`config.mk`:
```
export PLATFORM = sky130hd
export DESIGN_NAME = legv8_control_fsm_flat
export DESIGN_NICKNAME = d
export VERILOG_FILES = /design/src/rtl/legv8_ctrl_pkg.sv /design/src/rtl/legv8_control_fsm_if.sv /design/src/rtl/legv8_imm_ext.sv /design/src/rtl/legv8_control_fsm.sv /design/src/flat_wrapper.sv
export SDC_FILE = /design/constraint.sdc
export NUM_CORES = 1
export LEC_CHECK = 0
export ABC_CLOCK_PERIOD_IN_PS = 4360
export BUFFER_PORTS_ARGS = -buffer_cell sky130_fd_sc_hd__buf_2
export CAP_MARGIN = 0
export CORE_MARGIN = 3
export CORE_UTILIZATION = 41
export CTS_CLUSTER_SIZE = 20
export DETAILED_ROUTE_END_ITERATION = 10
export PLACE_DENSITY = 0.83
export SLEW_MARGIN = 20
export SYNTH_ARGS = -nofsm -noshare
export SYNTH_HDL_FRONTEND = slang
export SYNTH_SLANG_ARGS = --single-unit
```
`constraint.sdc`:
```
create_clock -name clock -period 4.36 [get_ports clock]
set_input_delay 0.218 -clock clock [delete_from_list [all_inputs] [get_ports clock]]
set_output_delay 0.218 -clock clock [all_outputs]
set_load 0.01 [all_outputs]
```
`src/rtl/legv8_ctrl_pkg.sv`:
```
// Shared types and encodings for the LEGv8 multicycle control unit:
// state names, opcode classes, immediate formats, ALU function and PC-op codes.
package legv8_ctrl_pkg;

  typedef enum logic [2:0] {
    ST_FETCH,
    ST_DECODE,
    ST_EXEC,
    ST_MEM,
    ST_HALT
  } state_e;

  typedef enum logic [3:0] {
    OP_ADD, OP_SUB, OP_AND, OP_ORR,
    OP_ADDI, OP_SUBI,
    OP_LDUR, OP_STUR,
    OP_B, OP_CBZ,
    OP_BAD
  } op_e;

  typedef enum logic [2:0] {
    IMM_NONE,
    IMM_ZEXT12,
    IMM_SEXT9,
    IMM_SEXT19,
    IMM_SEXT26
  } imm_fmt_e;

  localparam logic [4:0] FS_PASS_A = 5'b00000;
  localparam logic [4:0] FS_AND    = 5'b00001;
  localparam logic [4:0] FS_ORR    = 5'b00100;
  localparam logic [4:0] FS_ADD    = 5'b01000;
  localparam logic [4:0] FS_SUB    = 5'b01001;

  // PS = 2'b10 (load PC_in) exists in the datapath but no supported instruction issues it.
  localparam logic [1:0] PS_HOLD = 2'b00;
  localparam logic [1:0] PS_INC  = 2'b01;
  localparam logic [1:0] PS_REL  = 2'b11;

  function automatic op_e decode_op(input logic [10:0] opc);
    op_e op;
    op = OP_BAD;
    casez (opc)
      11'b10001011000: op = OP_ADD;
      11'b11001011000: op = OP_SUB;
      11'b10001010000: op = OP_AND;
      11'b10101010000: op = OP_ORR;
      11'b1001000100?: op = OP_ADDI;
      11'b1101000100?: op = OP_SUBI;
      11'b11111000010: op = OP_LDUR;
      11'b11111000000: op = OP_STUR;
      11'b000101?????: op = OP_B;
      11'b10110100???: op = OP_CBZ;
      default:         op = OP_BAD;
    endcase
    return op;
  endfunction

endpackage

```
`src/rtl/legv8_control_fsm_if.sv`:
```
// Memory request/acknowledge handshake between the control unit (master) and memory (slave).
interface legv8_control_fsm_if;
  logic mem_read;
  logic mem_write;
  logic mem_ready;

  modport master (output mem_read, output mem_write, input mem_ready);
  modport slave  (input mem_read, input mem_write, output mem_ready);
endinterface

```
`src/rtl/legv8_imm_ext.sv`:
```
// Builds the 64-bit datapath constant from the low 26 instruction bits in the selected format.
module legv8_imm_ext
  import legv8_ctrl_pkg::*;
(
  input  logic [25:0] imm_field,
  input  imm_fmt_e    fmt,
  output logic [63:0] constant
);

  always_comb begin
    constant = '0;
    case (fmt)
      IMM_ZEXT12: constant = {52'd0, imm_field[21:10]};
      IMM_SEXT9:  constant = {{55{imm_field[20]}}, imm_field[20:12]};
      IMM_SEXT19: constant = {{45{imm_field[23]}}, imm_field[23:5]};
      IMM_SEXT26: constant = {{38{imm_field[25]}}, imm_field};
      default:    constant = '0;
    endcase
  end

endmodule

```
`src/rtl/legv8_control_fsm.sv`:
```
// Multicycle LEGv8 control unit: FETCH/DECODE/EXEC/MEM sequencing with a bounded
// memory-wait counter; HALT on illegal opcode or memory timeout.
module legv8_control_fsm
  import legv8_ctrl_pkg::*;
#(
  parameter int MAX_WAIT = 16
) (
  input  logic                       clock,
  input  logic                       reset,
  input  logic [31:0]                IR_out,
  input  logic [3:0]                 status,
  input  logic [3:0]                 SR_out,
  legv8_control_fsm_if.master        mem,
  output logic [4:0]                 DA,
  output logic [4:0]                 SA,
  output logic [4:0]                 SB,
  output logic                       W,
  output logic [4:0]                 FS,
  output logic                       C0,
  output logic [63:0]                constant,
  output logic                       IL,
  output logic                       SL,
  output logic [1:0]                 PS,
  output logic                       PCsel,
  output logic                       Bsel,
  output logic                       EN_ALU,
  output logic                       EN_B,
  output logic                       EN_PC,
  output logic                       EN_ADDR_ALU,
  output logic                       EN_ADDR_PC,
  output logic                       halted,
  output logic                       fault
);

  localparam int CNT_W = (MAX_WAIT > 1) ? $clog2(MAX_WAIT) : 1;

  state_e             state_q, state_d;
  logic [CNT_W-1:0]   wait_q, wait_d;
  op_e                op;
  imm_fmt_e           imm_fmt;
  logic               rd_req, wr_req;
  logic               waiting, timeout;
  logic [4:0]         rn, rm, rd;
  logic               unused_flags;

  assign op   = decode_op(IR_out[31:21]);
  assign rd   = IR_out[4:0];
  assign rn   = IR_out[9:5];
  assign rm   = IR_out[20:16];

  // Only the live Z flag steers control; the latched flags belong to the datapath.
  assign unused_flags = ^{status[3:1], SR_out};

  assign mem.mem_read  = rd_req;
  assign mem.mem_write = wr_req;
  assign EN_PC         = 1'b0;

  assign waiting = (rd_req | wr_req) & ~mem.mem_ready;
  assign timeout = waiting && (wait_q == CNT_W'(MAX_WAIT - 1));

  always_ff @(posedge clock or negedge reset) begin
    if (!reset) begin
      state_q <= ST_FETCH;
      wait_q  <= '0;
    end else begin
      state_q <= state_d;
      wait_q  <= wait_d;
    end
  end

  always_comb begin
    state_d = state_q;
    case (state_q)
      ST_FETCH:  if (mem.mem_ready) state_d = ST_DECODE;
      ST_DECODE: state_d = (op == OP_BAD) ? ST_HALT : ST_EXEC;
      ST_EXEC:   state_d = (op == OP_LDUR || op == OP_STUR) ? ST_MEM : ST_FETCH;
      ST_MEM:    if (mem.mem_ready) state_d = ST_FETCH;
      ST_HALT:   state_d = ST_HALT;
      default:   state_d = ST_HALT;
    endcase
    if (timeout) state_d = ST_HALT;
    // The wait count only survives consecutive stalled cycles within one state.
    wait_d = (waiting && (state_d == state_q)) ? wait_q + 1'b1 : '0;
  end

  always_comb begin
    rd_req      = 1'b0;
    wr_req      = 1'b0;
    DA          = '0;
    SA          = '0;
    SB          = '0;
    W           = 1'b0;
    FS          = FS_PASS_A;
    C0          = 1'b0;
    IL          = 1'b0;
    SL          = 1'b0;
    PS          = PS_HOLD;
    PCsel       = 1'b0;
    Bsel        = 1'b0;
    EN_ALU      = 1'b0;
    EN_B        = 1'b0;
    EN_ADDR_ALU = 1'b0;
    EN_ADDR_PC  = 1'b0;
    halted      = 1'b0;
    fault       = 1'b0;
    imm_fmt     = IMM_NONE;
    // Outputs are forced quiet for the whole time reset is held, not just after the edge.
    if (reset) begin
      case (state_q)
        ST_FETCH: begin
          EN_ADDR_PC = 1'b1;
          rd_req     = 1'b1;
          if (mem.mem_ready) begin
            IL = 1'b1;
            PS = PS_INC;
          end
        end
        ST_EXEC: begin
          case (op)
            OP_ADD, OP_SUB, OP_AND, OP_ORR, OP_ADDI, OP_SUBI: begin
              SA     = rn;
              SB     = rm;
              DA     = rd;
              EN_ALU = 1'b1;
              W      = 1'b1;
              SL     = 1'b1;
              case (op)
                OP_SUB, OP_SUBI: begin
                  FS = FS_SUB;
                  C0 = 1'b1;
                end
                OP_AND:  FS = FS_AND;
                OP_ORR:  FS = FS_ORR;
                default: FS = FS_ADD;
              endcase
              if (op == OP_ADDI || op == OP_SUBI) begin
                Bsel    = 1'b1;
                imm_fmt = IMM_ZEXT12;
              end
            end
            OP_LDUR, OP_STUR: begin
              SA          = rn;
              FS          = FS_ADD;
              Bsel        = 1'b1;
              imm_fmt     = IMM_SEXT9;
              EN_ADDR_ALU = 1'b1;
            end
            OP_B: begin
              imm_fmt = IMM_SEXT26;
              PCsel   = 1'b1;
              PS      = PS_REL;
            end
            OP_CBZ: begin
              SA = rd;
              FS = FS_PASS_A;
              if (status[0]) begin
                imm_fmt = IMM_SEXT19;
                PCsel   = 1'b1;
                PS      = PS_REL;
              end
            end
            default: ;
          endcase
        end
        ST_MEM: begin
          SA          = rn;
          FS          = FS_ADD;
          Bsel        = 1'b1;
          imm_fmt     = IMM_SEXT9;
          EN_ADDR_ALU = 1'b1;
          if (op == OP_STUR) begin
            wr_req = 1'b1;
            SB     = rd;
            EN_B   = 1'b1;
          end else begin
            rd_req = 1'b1;
            DA     = rd;
            W      = mem.mem_ready;
          end
        end
        ST_HALT: begin
          halted = 1'b1;
          fault  = 1'b1;
        end
        default: ;
      endcase
    end
  end

  legv8_imm_ext u_imm_ext (
    .imm_field (IR_out[25:0]),
    .fmt       (imm_fmt),
    .constant  (constant)
  );

endmodule

```
`src/flat_wrapper.sv`:
```
// flat-port wrapper written by rule: the top's interface ports become plain ports
module legv8_control_fsm_flat import legv8_ctrl_pkg::*;
#(
  parameter int MAX_WAIT = 16
)
  (clock, reset, IR_out, status, SR_out, DA, SA, SB, W, FS, C0, constant, IL, SL, PS, PCsel, Bsel, EN_ALU, EN_B, EN_PC, EN_ADDR_ALU, EN_ADDR_PC, halted, fault, mem_mem_read, mem_mem_write, mem_mem_ready);
  legv8_control_fsm_if mem_i ();
  input  logic clock;
  input  logic reset;
  input  logic [31:0] IR_out;
  input  logic [3:0] status;
  input  logic [3:0] SR_out;
  output logic [4:0] DA;
  output logic [4:0] SA;
  output logic [4:0] SB;
  output logic W;
  output logic [4:0] FS;
  output logic C0;
  output logic [63:0] constant;
  output logic IL;
  output logic SL;
  output logic [1:0] PS;
  output logic PCsel;
  output logic Bsel;
  output logic EN_ALU;
  output logic EN_B;
  output logic EN_PC;
  output logic EN_ADDR_ALU;
  output logic EN_ADDR_PC;
  output logic halted;
  output logic fault;
  output wire logic [$bits(mem_i.mem_read)-1:0] mem_mem_read;
  output wire logic [$bits(mem_i.mem_write)-1:0] mem_mem_write;
  input wire logic [$bits(mem_i.mem_ready)-1:0] mem_mem_ready;
  assign mem_mem_read = mem_i.mem_read;
  assign mem_mem_write = mem_i.mem_write;
  assign mem_i.mem_ready = mem_mem_ready;
  legv8_control_fsm #(.MAX_WAIT(MAX_WAIT)) u_core (.clock(clock), .reset(reset), .IR_out(IR_out), .status(status), .SR_out(SR_out), .mem(mem_i), .DA(DA), .SA(SA), .SB(SB), .W(W), .FS(FS), .C0(C0), .constant(constant), .IL(IL), .SL(SL), .PS(PS), .PCsel(PCsel), .Bsel(Bsel), .EN_ALU(EN_ALU), .EN_B(EN_B), .EN_PC(EN_PC), .EN_ADDR_ALU(EN_ADDR_ALU), .EN_ADDR_PC(EN_ADDR_PC), .halted(halted), .fault(fault));
endmodule
```
==> results of run 1 <==
[cell families after synthesis]
logic type / Yosys count
AND/OR/NAND/NOR: 77
AO/OA/AOI/OAI: 70
buffers and inverters: 65
multiplexers: 18
flip-flops: 7
XOR/XNOR: 3
adder cells (fa/ha/maj): 1
other: 1
[sequential cells by signal, indices dropped and copies added, names as in the netlist]
signal	flops
u_core.state_q	3
u_core.wait_q	4
[power by group]
group	total [mW]	internal, mW	leakage, nW	switching, mW
combinational	0.0618	0.0237	1.27	0.0381
clock	0.0865	0.0629	0.0228	0.0237
sequential	0.0661	0.0656	0.0927	0.000471
[final timing paths]
check / cells past startpoint / to / start
worst max-delay path: 9 / constant[44] / reset
worst min-delay path: 2 / u_core.state_q[2]$_DFF_PN0_ / reset
worst max register to register: 4 / u_core.state_q[1]$_DFF_PN0_ / u_core.wait_q[0]$_DFF_PN0_
worst min register to register: 1 / u_core.wait_q[0]$_DFF_PN0_ / u_core.wait_q[0]$_DFF_PN0_
max in group asynchronous: 2 / u_core.wait_q[2]$_DFF_PN0_ / reset
min in group clock: 3 / u_core.state_q[1]$_DFF_PN0_ / mem_mem_ready
[placed cells by master (no fill, tap or decap), drive strengths merged, types with 5 or more instances in the layout]
cell and instances:
buf 136, mux2i 18, nor2 12, a22oi 11
dfrtp 7, and3 5, nand2 18, o21ai 29
a22o 8, and2 9, inv 10
[critical path, delay by kind of cell]
kind	cells	cell delay, ns
buf+inv	4	1.15
mux	1	0.52
simple gates	2	0.51
compound gates	2	0.41
[area by class of cell]
type                       count  area, µm²  area share, %
multi-input combinational    172       1250           54.9
timing repair buffer         137        706           31.0
sequential                     7        175           7.69
tap                           50       62.6           2.75
clock buffer                   4       45.0           1.98
inverter                      10       37.5           1.65
[routing by layer]
layer  up-vias  global-route usage (%)
li1       1020                       -
met1       928                    26.8
met2        82                    33.4
met3         2                    1.93
met4         0                    3.28
met5         -                       0
[what timing repair did]
item | CTS | global route
hold endpoints to repair | 7 | 0
hold buffers | 1 | 0
setup endpoints to repair | 0 | 0
buffers inserted | 0 | 0
==> tab_implementation.tex, run 1 <==
\begin{tabular}{lr}
\hline
Metric & Value \\
\hline
\multicolumn{2}{l}{\textbf{Worst setup path}} \\
Critical path, cell by cell & dlygate4sd3\_1 -> buf\_2 -> nand4bb\_1 -> nor2\_1 -> o21ai\_2 -> mux2i\_1 -> o21ai\_1 -> buf\_4 -> buf\_2 \\
Category of the critical setup timing path & primary input to primary output \\
Largest fanout of any net on the critical path & 39 \\
Slowest cell on the critical path & sky130\_fd\_sc\_hd\_\_mux2i\_1 \\
Data required, critical path & between 4 and 5 ns \\
Largest stage delay, worst path & around 0.52 ns \\
Endpoint arrival time on the critical path & about 2.8 ns \\
Most used cell along the critical path & sky130\_fd\_sc\_hd\_\_buf\_2 \\
Register-to-Register Setup Slack & approximately 3 ns \\
Kind of launch point of the worst setup path & primary input \\
Critical path endpoint category & primary output \\
\multicolumn{2}{l}{\textbf{Floorplanning}} \\
Starting density of the core & between 40\% and 50\% \\
Die Outline Area & $\sim$5300 µm² \\
\# IOs & 144 \\
Die extent in y & 73.1 µm \\
DIE WIDTH & roughly 73 µm \\
Number of core rows & 23 \\
Core area & $\sim$4200 µm² \\
\multicolumn{2}{l}{\textbf{Synthesis}} \\
Seq cells post-synth & 7 \\
Cell types with the highest counts after synthesis & sky130\_fd\_sc\_hd\_\_buf\_4, sky130\_fd\_sc\_hd\_\_o21ai\_1, sky130\_fd\_sc\_hd\_\_mux2i\_1, sky130\_fd\_sc\_hd\_\_nand2\_1, sky130\_fd\_sc\_hd\_\_nor2\_1 \\
Commonest register cell after synthesis & sky130\_fd\_sc\_hd\_\_dfrtp\_1 \\
Synthesized-area fraction occupied by adder cells & less than 1\% \\
Distinct cells, synth & 53 \\
Library cell with the highest instance count after synthesis & sky130\_fd\_sc\_hd\_\_buf\_4 \\
Cell area after technology mapping & about 1800 µm² \\
Compound-gate portion of the synthesized area & approximately 28\% \\
Xor and xnor area share after synthesis & between 1 and 1.5\% \\
Mux contribution to synthesized area & about 10\% \\
Async SR Flop Fraction & between 90\% and 100\% \\
Biggest area contributors in the synthesized netlist & sky130\_fd\_sc\_hd\_\_buf\_4, sky130\_fd\_sc\_hd\_\_mux2i\_1, sky130\_fd\_sc\_hd\_\_dfrtp\_1, sky130\_fd\_sc\_hd\_\_o21ai\_1, sky130\_fd\_sc\_hd\_\_a22oi\_1 \\
Average cell area after synthesis & 7.63 µm² \\
Dominant combinational cell family by area after synthesis & compound AO/OA/AOI/OAI gates \\
Number of enable-type register cells in the synthesized netlist & 0 \\
Post-synthesis simple-gate area fraction & between 20\% and 30\% \\
Fraction of synthesized cell area taken by the top area cell type & approximately 18\% \\
Fraction of the yosys area taken by sequential cells & a little under a tenth \\
Number of standard cells after synthesis & between 200 and 250 \\
Post-synthesis cell type with the largest combined area & sky130\_fd\_sc\_hd\_\_buf\_4 \\
Total number of yosys warnings & 0 \\
\multicolumn{2}{l}{\textbf{Drt}} \\
Uppermost metal layer occupied by signal nets & met4 \\
Vias per cell & between 5 and 6 \\
Detailed-routing iteration count for the pre-antenna-repair pass & 4 \\
Number of nets with antenna violations after routing & 0 \\
Met1 Wirelength & $\sim$2.5 mm \\
Routed Wire Length & between 5 and 6 mm \\
Final routed DRC violation total & 0 \\
Met3 routed wirelength & $\sim$400 µm \\
Met2 layer wire length in the routed design & approximately 2.8 mm \\
Number of vias in the routed layout & 2032 \\
Average wire length per cell after detail routing & around 15 µm \\
Initial DRC count & 145 \\
\multicolumn{2}{l}{\textbf{Timing}} \\
Slew at the pin with the worst max-slew slack & 0.937 ns \\
Number of hold-slack violations in the final timing report & 0 \\
Setup clock skew after layout & approximately 0.00037 ns \\
Time the final worst path needs with I/O delays and setup & $\sim$3 ns \\
Fin. max-slew vios & 0 \\
Worst-case hold slack & between 0.3 and 0.4 ns \\
Post-route clock period utilization & a little over two thirds \\
Final count of negative-setup-slack endpoints & 0 \\
Maximum clock frequency & approximately 330 MHz \\
RSZ-0062 raised after global routing & false \\
Sum Neg Setup Slack & 0 ns \\
Final critical-path setup slack & between 1 and 1.5 ns \\
Slew margin rel. & between 30\% and 40\% \\
\multicolumn{2}{l}{\textbf{Global routing}} \\
Total GRT Usage & $\sim$20\% \\
First-pass GRT wire length & 8.69 mm \\
Number of antenna violations at the first check in global routing & 0 \\
Overflow left after global routing & 0 \\
Largest net degree at the start of global routing & 40 \\
Number of global-route vias before repair & 1764 \\
\multicolumn{2}{l}{\textbf{Place}} \\
Cell total after placement & between 300 and 400 \\
Quantity of I/O buffers inserted on ports & approximately 130 \\
DP HPWL & roughly 4.6 mm \\
Worst slack after detailed placement & between 1.5 and 2 ns \\
Placed cell area & $\sim$2200 µm² \\
RePlAce Congestion & 0.864 \\
\multicolumn{2}{l}{\textbf{CTS}} \\
Maximum level of the CTS H-tree & 1 \\
Num CTS Buffers & 3 \\
Clock latency of the later-clocked register in the worst-skew pair & approximately 0.22 ns \\
Clock tree root buffer cell & sky130\_fd\_sc\_hd\_\_clkbuf\_8 \\
CTS max path bufs & 2 \\
Clock tree sinks & 7 \\
CTS tree & yes \\
Number of instances resized during post-cts repair & 0 \\
Register clock-pin slew on the reported worst setup and hold paths & 0.04 ns \\
\multicolumn{2}{l}{\textbf{Finish}} \\
Final core utilization & a little over half \\
Fraction of final layout cells sized beyond drive strength 1 & 46.7\% \\
Number of diodes added for antenna fixing & 0 \\
Number of filler instances in the final layout & 420 \\
Final Instance Count excl. Fillers & between 300 and 400 \\
Final nets & 375 \\
Layout overhead on the synthesized area & 23.4\% \\
Total non-filler cell area in the finished layout & around 2300 µm² \\
\multicolumn{2}{l}{\textbf{Pwr}} \\
PwrDens & about 94 nW/µm² \\
Total power & 0.214 mW \\
Static leakage & around 1.4 nW \\
Peak supply drop & about 200 µV \\
\multicolumn{2}{l}{\textbf{Flow run}} \\
Max Cap Violations & 0 \\
\multicolumn{2}{l}{\textbf{Status}} \\
Run status & finished, final reports clean \\
\multicolumn{2}{l}{\textbf{Hold path}} \\
Tightest Hold Check Type & primary input to async pin \\
\hline
\end{tabular}
(Power assumes the default switching activity.)
==> inputs of run 2 (changes only) <==
--- a/config.mk
+++ b/config.mk
@@ -5,14 +5,15 @@
 export SDC_FILE = /design/constraint.sdc
 export NUM_CORES = 1
 export LEC_CHECK = 0
-export ABC_CLOCK_PERIOD_IN_PS = 4360
+export ABC_AREA = 1
+export ABC_CLOCK_PERIOD_IN_PS = 2700
 export BUFFER_PORTS_ARGS = -buffer_cell sky130_fd_sc_hd__buf_2
 export CAP_MARGIN = 0
 export CORE_MARGIN = 3
-export CORE_UTILIZATION = 41
+export CORE_UTILIZATION = 38
 export CTS_CLUSTER_SIZE = 20
 export DETAILED_ROUTE_END_ITERATION = 10
-export PLACE_DENSITY = 0.83
+export PLACE_DENSITY = 0.79
 export SLEW_MARGIN = 20
 export SYNTH_ARGS = -nofsm -noshare
 export SYNTH_HDL_FRONTEND = slang
==> constraint.sdc (replaced) <==
create_clock -name clock -period 2.7 [get_ports clock]
set_input_delay 0.135 -clock clock [delete_from_list [all_inputs] [get_ports clock]]
set_output_delay 0.135 -clock clock [all_outputs]
set_load 0.01 [all_outputs]
==> tab_implementation.tex, run 2 <==
\begin{tabular}{lr}
\hline
Metric & Value \\
\hline
\multicolumn{2}{l}{\textbf{Floorplanning}} \\
Die Outline Area & 6150 µm² (was 5340 µm²) \\
DIE WIDTH & 78.4 µm (was 73.1 µm) \\
Die extent in y & 78.4 µm (was 73.1 µm) \\
Core area & 4880 µm² (was 4170 µm²) \\
Number of core rows & 25 (was 23) \\
\# IOs & 144 (unchanged) \\
Starting density of the core & 40.8\% (was 44.2\%) \\
\multicolumn{2}{l}{\textbf{Global routing}} \\
Total GRT Usage & 19.9\% (was 19.6\%) \\
Number of antenna violations at the first check in global routing & 0 (unchanged) \\
Overflow left after global routing & 0 (unchanged) \\
Number of global-route vias before repair & 2245 (was 1764) \\
Largest net degree at the start of global routing & 40 (unchanged) \\
First-pass GRT wire length & 10.2 mm (was 8.69 mm) \\
\multicolumn{2}{l}{\textbf{CTS}} \\
CTS max path bufs & 2 (unchanged) \\
Clock tree root buffer cell & sky130\_fd\_sc\_hd\_\_clkbuf\_8 (unchanged) \\
Clock tree sinks & 7 (unchanged) \\
Clock latency of the later-clocked register in the worst-skew pair & 0.24 ns (was 0.22 ns) \\
CTS tree & yes (unchanged) \\
Setup bufs post-CTS & 0 (unchanged) \\
Maximum level of the CTS H-tree & 1 (unchanged) \\
Register clock-pin slew on the reported worst setup and hold paths & 0.04 ns (about the same) \\
Num CTS Buffers & 3 (unchanged) \\
\multicolumn{2}{l}{\textbf{Place}} \\
RePlAce Congestion & 0.968 (was 0.864) \\
Quantity of I/O buffers inserted on ports & 133 (unchanged) \\
DP HPWL & 5.47 mm (was 4.61 mm) \\
Placed cell area & 2450 µm² (was 2210 µm²) \\
\multicolumn{2}{l}{\textbf{Timing}} \\
Maximum clock frequency & approximately 420 MHz \\
Setup clock skew after layout & 0.00491 ns (was 0.000371 ns) \\
Time the final worst path needs with I/O delays and setup & between 2 and 2.5 ns \\
RSZ-0062 raised after global routing & false (unchanged) \\
Fin. max-slew vios & 0 (unchanged) \\
Final count of negative-setup-slack endpoints & 0 (unchanged) \\
Post-route clock period utilization & between 80 and 90\% \\
Number of hold-slack violations in the final timing report & 0 (unchanged) \\
\multicolumn{2}{l}{\textbf{Synthesis}} \\
Async SR Flop Fraction & 100\% (unchanged) \\
Number of standard cells after synthesis & 357 (was 242) \\
Biggest area contributors in the synthesized netlist & sky130\_fd\_sc\_hd\_\_nand2\_1, sky130\_fd\_sc\_hd\_\_buf\_4, sky130\_fd\_sc\_hd\_\_dfrtp\_1, sky130\_fd\_sc\_hd\_\_nand3\_1, sky130\_fd\_sc\_hd\_\_nor2\_1 (was sky130\_fd\_sc\_hd\_\_buf\_4, sky130\_fd\_sc\_hd\_\_mux2i\_1, sky130\_fd\_sc\_hd\_\_dfrtp\_1, sky130\_fd\_sc\_hd\_\_o21ai\_1, sky130\_fd\_sc\_hd\_\_a22oi\_1) \\
Post-synthesis cell type with the largest combined area & sky130\_fd\_sc\_hd\_\_nand2\_1 (was sky130\_fd\_sc\_hd\_\_buf\_4) \\
Distinct cells, synth & 33 (was 53) \\
Fraction of synthesized cell area taken by the top area cell type & 19.0\% (was 18.3\%) \\
Library cell with the highest instance count after synthesis & sky130\_fd\_sc\_hd\_\_nand2\_1 (was sky130\_fd\_sc\_hd\_\_buf\_4) \\
Cell types with the highest counts after synthesis & sky130\_fd\_sc\_hd\_\_nand2\_1, sky130\_fd\_sc\_hd\_\_buf\_4, sky130\_fd\_sc\_hd\_\_nor2\_1 (was sky130\_fd\_sc\_hd\_\_buf\_4, sky130\_fd\_sc\_hd\_\_o21ai\_1, sky130\_fd\_sc\_hd\_\_mux2i\_1, sky130\_fd\_sc\_hd\_\_nand2\_1, sky130\_fd\_sc\_hd\_\_nor2\_1) \\
Cell area after technology mapping & 1990 µm² (was 1850 µm²) \\
Average cell area after synthesis & 5.58 µm² (was 7.63 µm²) \\
Commonest register cell after synthesis & sky130\_fd\_sc\_hd\_\_dfrtp\_1 (unchanged) \\
Number of enable-type register cells in the synthesized netlist & 0 (unchanged) \\
Seq cells post-synth & 7 (unchanged) \\
Total number of yosys warnings & 0 (unchanged) \\
Fraction of the yosys area taken by sequential cells & 8.79\% (was 9.49\%) \\
\multicolumn{2}{l}{\textbf{Pwr}} \\
Power Internal & 0.237 mW (was 0.152 mW) \\
Total power & 0.360 mW (was 0.214 mW) \\
Static leakage & 1.57 nW (was 1.39 nW) \\
Part of the power in combinational logic & 28.3\% (was 28.8\%) \\
Sequential cell fraction of total power & 29.2\% (was 30.8\%) \\
PwrDens & 144 nW/µm² (was 94.2 nW/µm²) \\
Switching power as a share of total power & 34.1\% (was 29.0\%) \\
Peak supply drop & 200 µV (about the same) \\
Clock Power Share & 42.5\% (was 40.4\%) \\
NetSw & 0.123 mW (was 0.0622 mW) \\
\multicolumn{2}{l}{\textbf{Finish}} \\
Register name with the most flops & u\_core.wait\_q (unchanged) \\
Number of flip-flops under the largest register name & 4 (unchanged) \\
Final nets & 500 (was 375) \\
Total non-filler cell area in the finished layout & 2500 µm² (was 2280 µm²) \\
Leading cell types in the layout, fill and taps excluded & sky130\_fd\_sc\_hd\_\_buf\_2, sky130\_fd\_sc\_hd\_\_nand2\_1, sky130\_fd\_sc\_hd\_\_nor2\_1, sky130\_fd\_sc\_hd\_\_inv\_1, sky130\_fd\_sc\_hd\_\_nand3\_1 (was sky130\_fd\_sc\_hd\_\_buf\_2, sky130\_fd\_sc\_hd\_\_o21ai\_1, sky130\_fd\_sc\_hd\_\_mux2i\_1, sky130\_fd\_sc\_hd\_\_nand2\_1, sky130\_fd\_sc\_hd\_\_nor2\_1) \\
Final core utilization & 51.3\% (was 54.6\%) \\
Number of diodes added for antenna fixing & 0 (unchanged) \\
Layout overhead on the synthesized area & 25.5\% (was 23.4\%) \\
Registers with the most flip-flops & u\_core.wait\_q: 4 flops, u\_core.state\_q: 3 flops (unchanged) \\
Fraction of final layout cells sized beyond drive strength 1 & 39.6\% (was 46.7\%) \\
Most common cell after layout, fill and taps aside & sky130\_fd\_sc\_hd\_\_buf\_2 (unchanged) \\
\multicolumn{2}{l}{\textbf{Worst setup path}} \\
Slowest cell on the critical path & sky130\_fd\_sc\_hd\_\_dlygate4sd3\_1 (was sky130\_fd\_sc\_hd\_\_mux2i\_1) \\
Endpoint arrival time on the critical path & 2.27 ns (was 2.81 ns) \\
Data required, critical path & 2.57 ns (was 4.14 ns) \\
Largest fanout of any net on the critical path & 9 (was 39) \\
Kind of launch point of the worst setup path & primary input (unchanged) \\
CP Buf/Inv Count & 5 (was 4) \\
Category of the critical setup timing path & primary input to primary output (unchanged) \\
Critical path, cell by cell & dlygate4sd3\_1 -> buf\_2 -> inv\_2 -> nor2\_1 -> inv\_1 -> nor2\_1 -> nand2\_1 -> nor2\_2 -> nand2\_1 -> nand4\_1 -> buf\_2 (was dlygate4sd3\_1 -> buf\_2 -> nand4bb\_1 -> nor2\_1 -> o21ai\_2 -> mux2i\_1 -> o21ai\_1 -> buf\_4 -> buf\_2) \\
Critical path endpoint category & primary output (unchanged) \\
Largest delay share family, worst path & simple AND/OR/NAND/NOR gates (was buffers and inverters) \\
Largest stage delay, worst path & 0.52 ns (about the same) \\
\multicolumn{2}{l}{\textbf{Drt}} \\
Number of vias in the routed layout & 2577 (was 2032) \\
Number of nets with antenna violations after routing & 0 (unchanged) \\
Routed Wire Length & 6.51 mm (was 5.77 mm) \\
Vias per cell & 4.94 (was 5.35) \\
Initial DRC count & 225 (was 145) \\
Final routed DRC violation total & 0 (unchanged) \\
Detailed-routing iteration count for the pre-antenna-repair pass & 5 (was 4) \\
Average wire length per cell after detail routing & 12.5 µm (was 15.2 µm) \\
\multicolumn{2}{l}{\textbf{Flow run}} \\
Max Cap Violations & 0 (unchanged) \\
\multicolumn{2}{l}{\textbf{Hold path}} \\
Tightest Hold Check Type & primary input to flop (was primary input to async pin) \\
\multicolumn{2}{l}{\textbf{Status}} \\
Run status & finished, final reports clean (unchanged) \\
\hline
\end{tabular}
==> run 2: changes by cell type in the layout (fill, tap and decap cells not counted), sizes merged, moves of 8 or more <==
cell / previous run / this run
inv: 10 / 44
and2: 9 / 0
nand2: 18 / 108
nand4: 0 / 20
mux2i: 18 / 0
a22o: 8 / 0
nand3: 4 / 35
nor2: 12 / 53
o21ai: 29 / 14
a22oi: 11 / 0
==> run 2: logic make-up (layout without fill, tap and decap cells) <==
group	Yosys count	count (layout)	synth area share, %
AO/OA/AOI/OAI	27	27	7.78
XOR/XNOR	2	2	0.879
adder cells (fa/ha/maj)	1	1	0.628
buffers and inverters	94	190	27.0
flip-flops	7	7	8.79
other	1	3	0.188
AND/OR/NAND/NOR	225	225	54.7
==> run 2: what timing repair did <==
action	in CTS	in global routing
resized for setup	0	0
hold buffers	1	0
hold endpoints to repair	7	0
==> run 2: area by class of cell <==
class                           instances  area [µm²]
Tap cell                               67        83.8
Timing Repair Buffer                  141         728
Clock inverter                          1        5.00
Multi-Input combinational cell        258        1300
Clock buffer                            3        41.3
Fill cell                             531        2380
Inverter                               45         169
Sequential cell                         7         175
==> run 2: power groups by stage <==
| stage | combinational (mW) | sequential [mW] | clock, mW |
|---|---|---|---|
| 5_1_grt | 0.112 | 0.105 | 0.166 |
| 4_1_cts | 0.101 | 0.105 | 0.159 |
| 3_5_place_dp | 0.0991 | 0.107 | 0 |
| 2_1_floorplan | 0.0418 | 0.107 | 0 |
| 3_3_place_gp | 0.0998 | 0.107 | 0 |
| 6_report | 0.102 | 0.105 | 0.153 |
==> run 2: routing by layer <==
metal,up-vias,wire length [µm],global-route usage (%)
li1,1300,-,-
met1,1133,2690,25.4
met2,137,3180,34.3
met3,7,570,2.75
met4,0,75,6.47
met5,-,0,0
==> run 2: tightest hold or removal path: stages <==
cell and delay [ns]:
sky130_fd_sc_hd__buf_2 0.10, sky130_fd_sc_hd__inv_1 0.07, sky130_fd_sc_hd__nand2_1 0.08, sky130_fd_sc_hd__a21oi_2 0.04, sky130_fd_sc_hd__nand2_2 0.09, sky130_fd_sc_hd__nor2_1 0.04
==> run 2: final timing paths <==
kind | to | slack (ns) | startpoint | cells after the start
max | constant[2] | 0.29 | reset | 11
min | u_core.wait_q[2]$_DFF_PN0_ | 0.35 | mem_mem_ready | 6
max reg2reg | u_core.wait_q[3]$_DFF_PN0_ | 0.85 | u_core.state_q[0]$_DFF_PN0_ | 10
min reg2reg | u_core.wait_q[0]$_DFF_PN0_ | 0.46 | u_core.wait_q[0]$_DFF_PN0_ | 1
max in group asynchronous | u_core.state_q[1]$_DFF_PN0_ | 2.15 | reset | 3
min in group asynchronous | u_core.wait_q[0]$_DFF_PN0_ | 0.38 | reset | 3
==> run 2: through the flow <==
step,std cells,hold WS (ns),setup TNS (ns),setup slack [ns]
detailed placement,517,0.0987,0,0.591
global route,522,0.393,0,0.0650
finish,522,0.350,0,0.291
CTS,522,0.340,0,0.332
floorplan,359,-0.161,-14.34,-0.376
global placement,517,0.0906,0,0.673
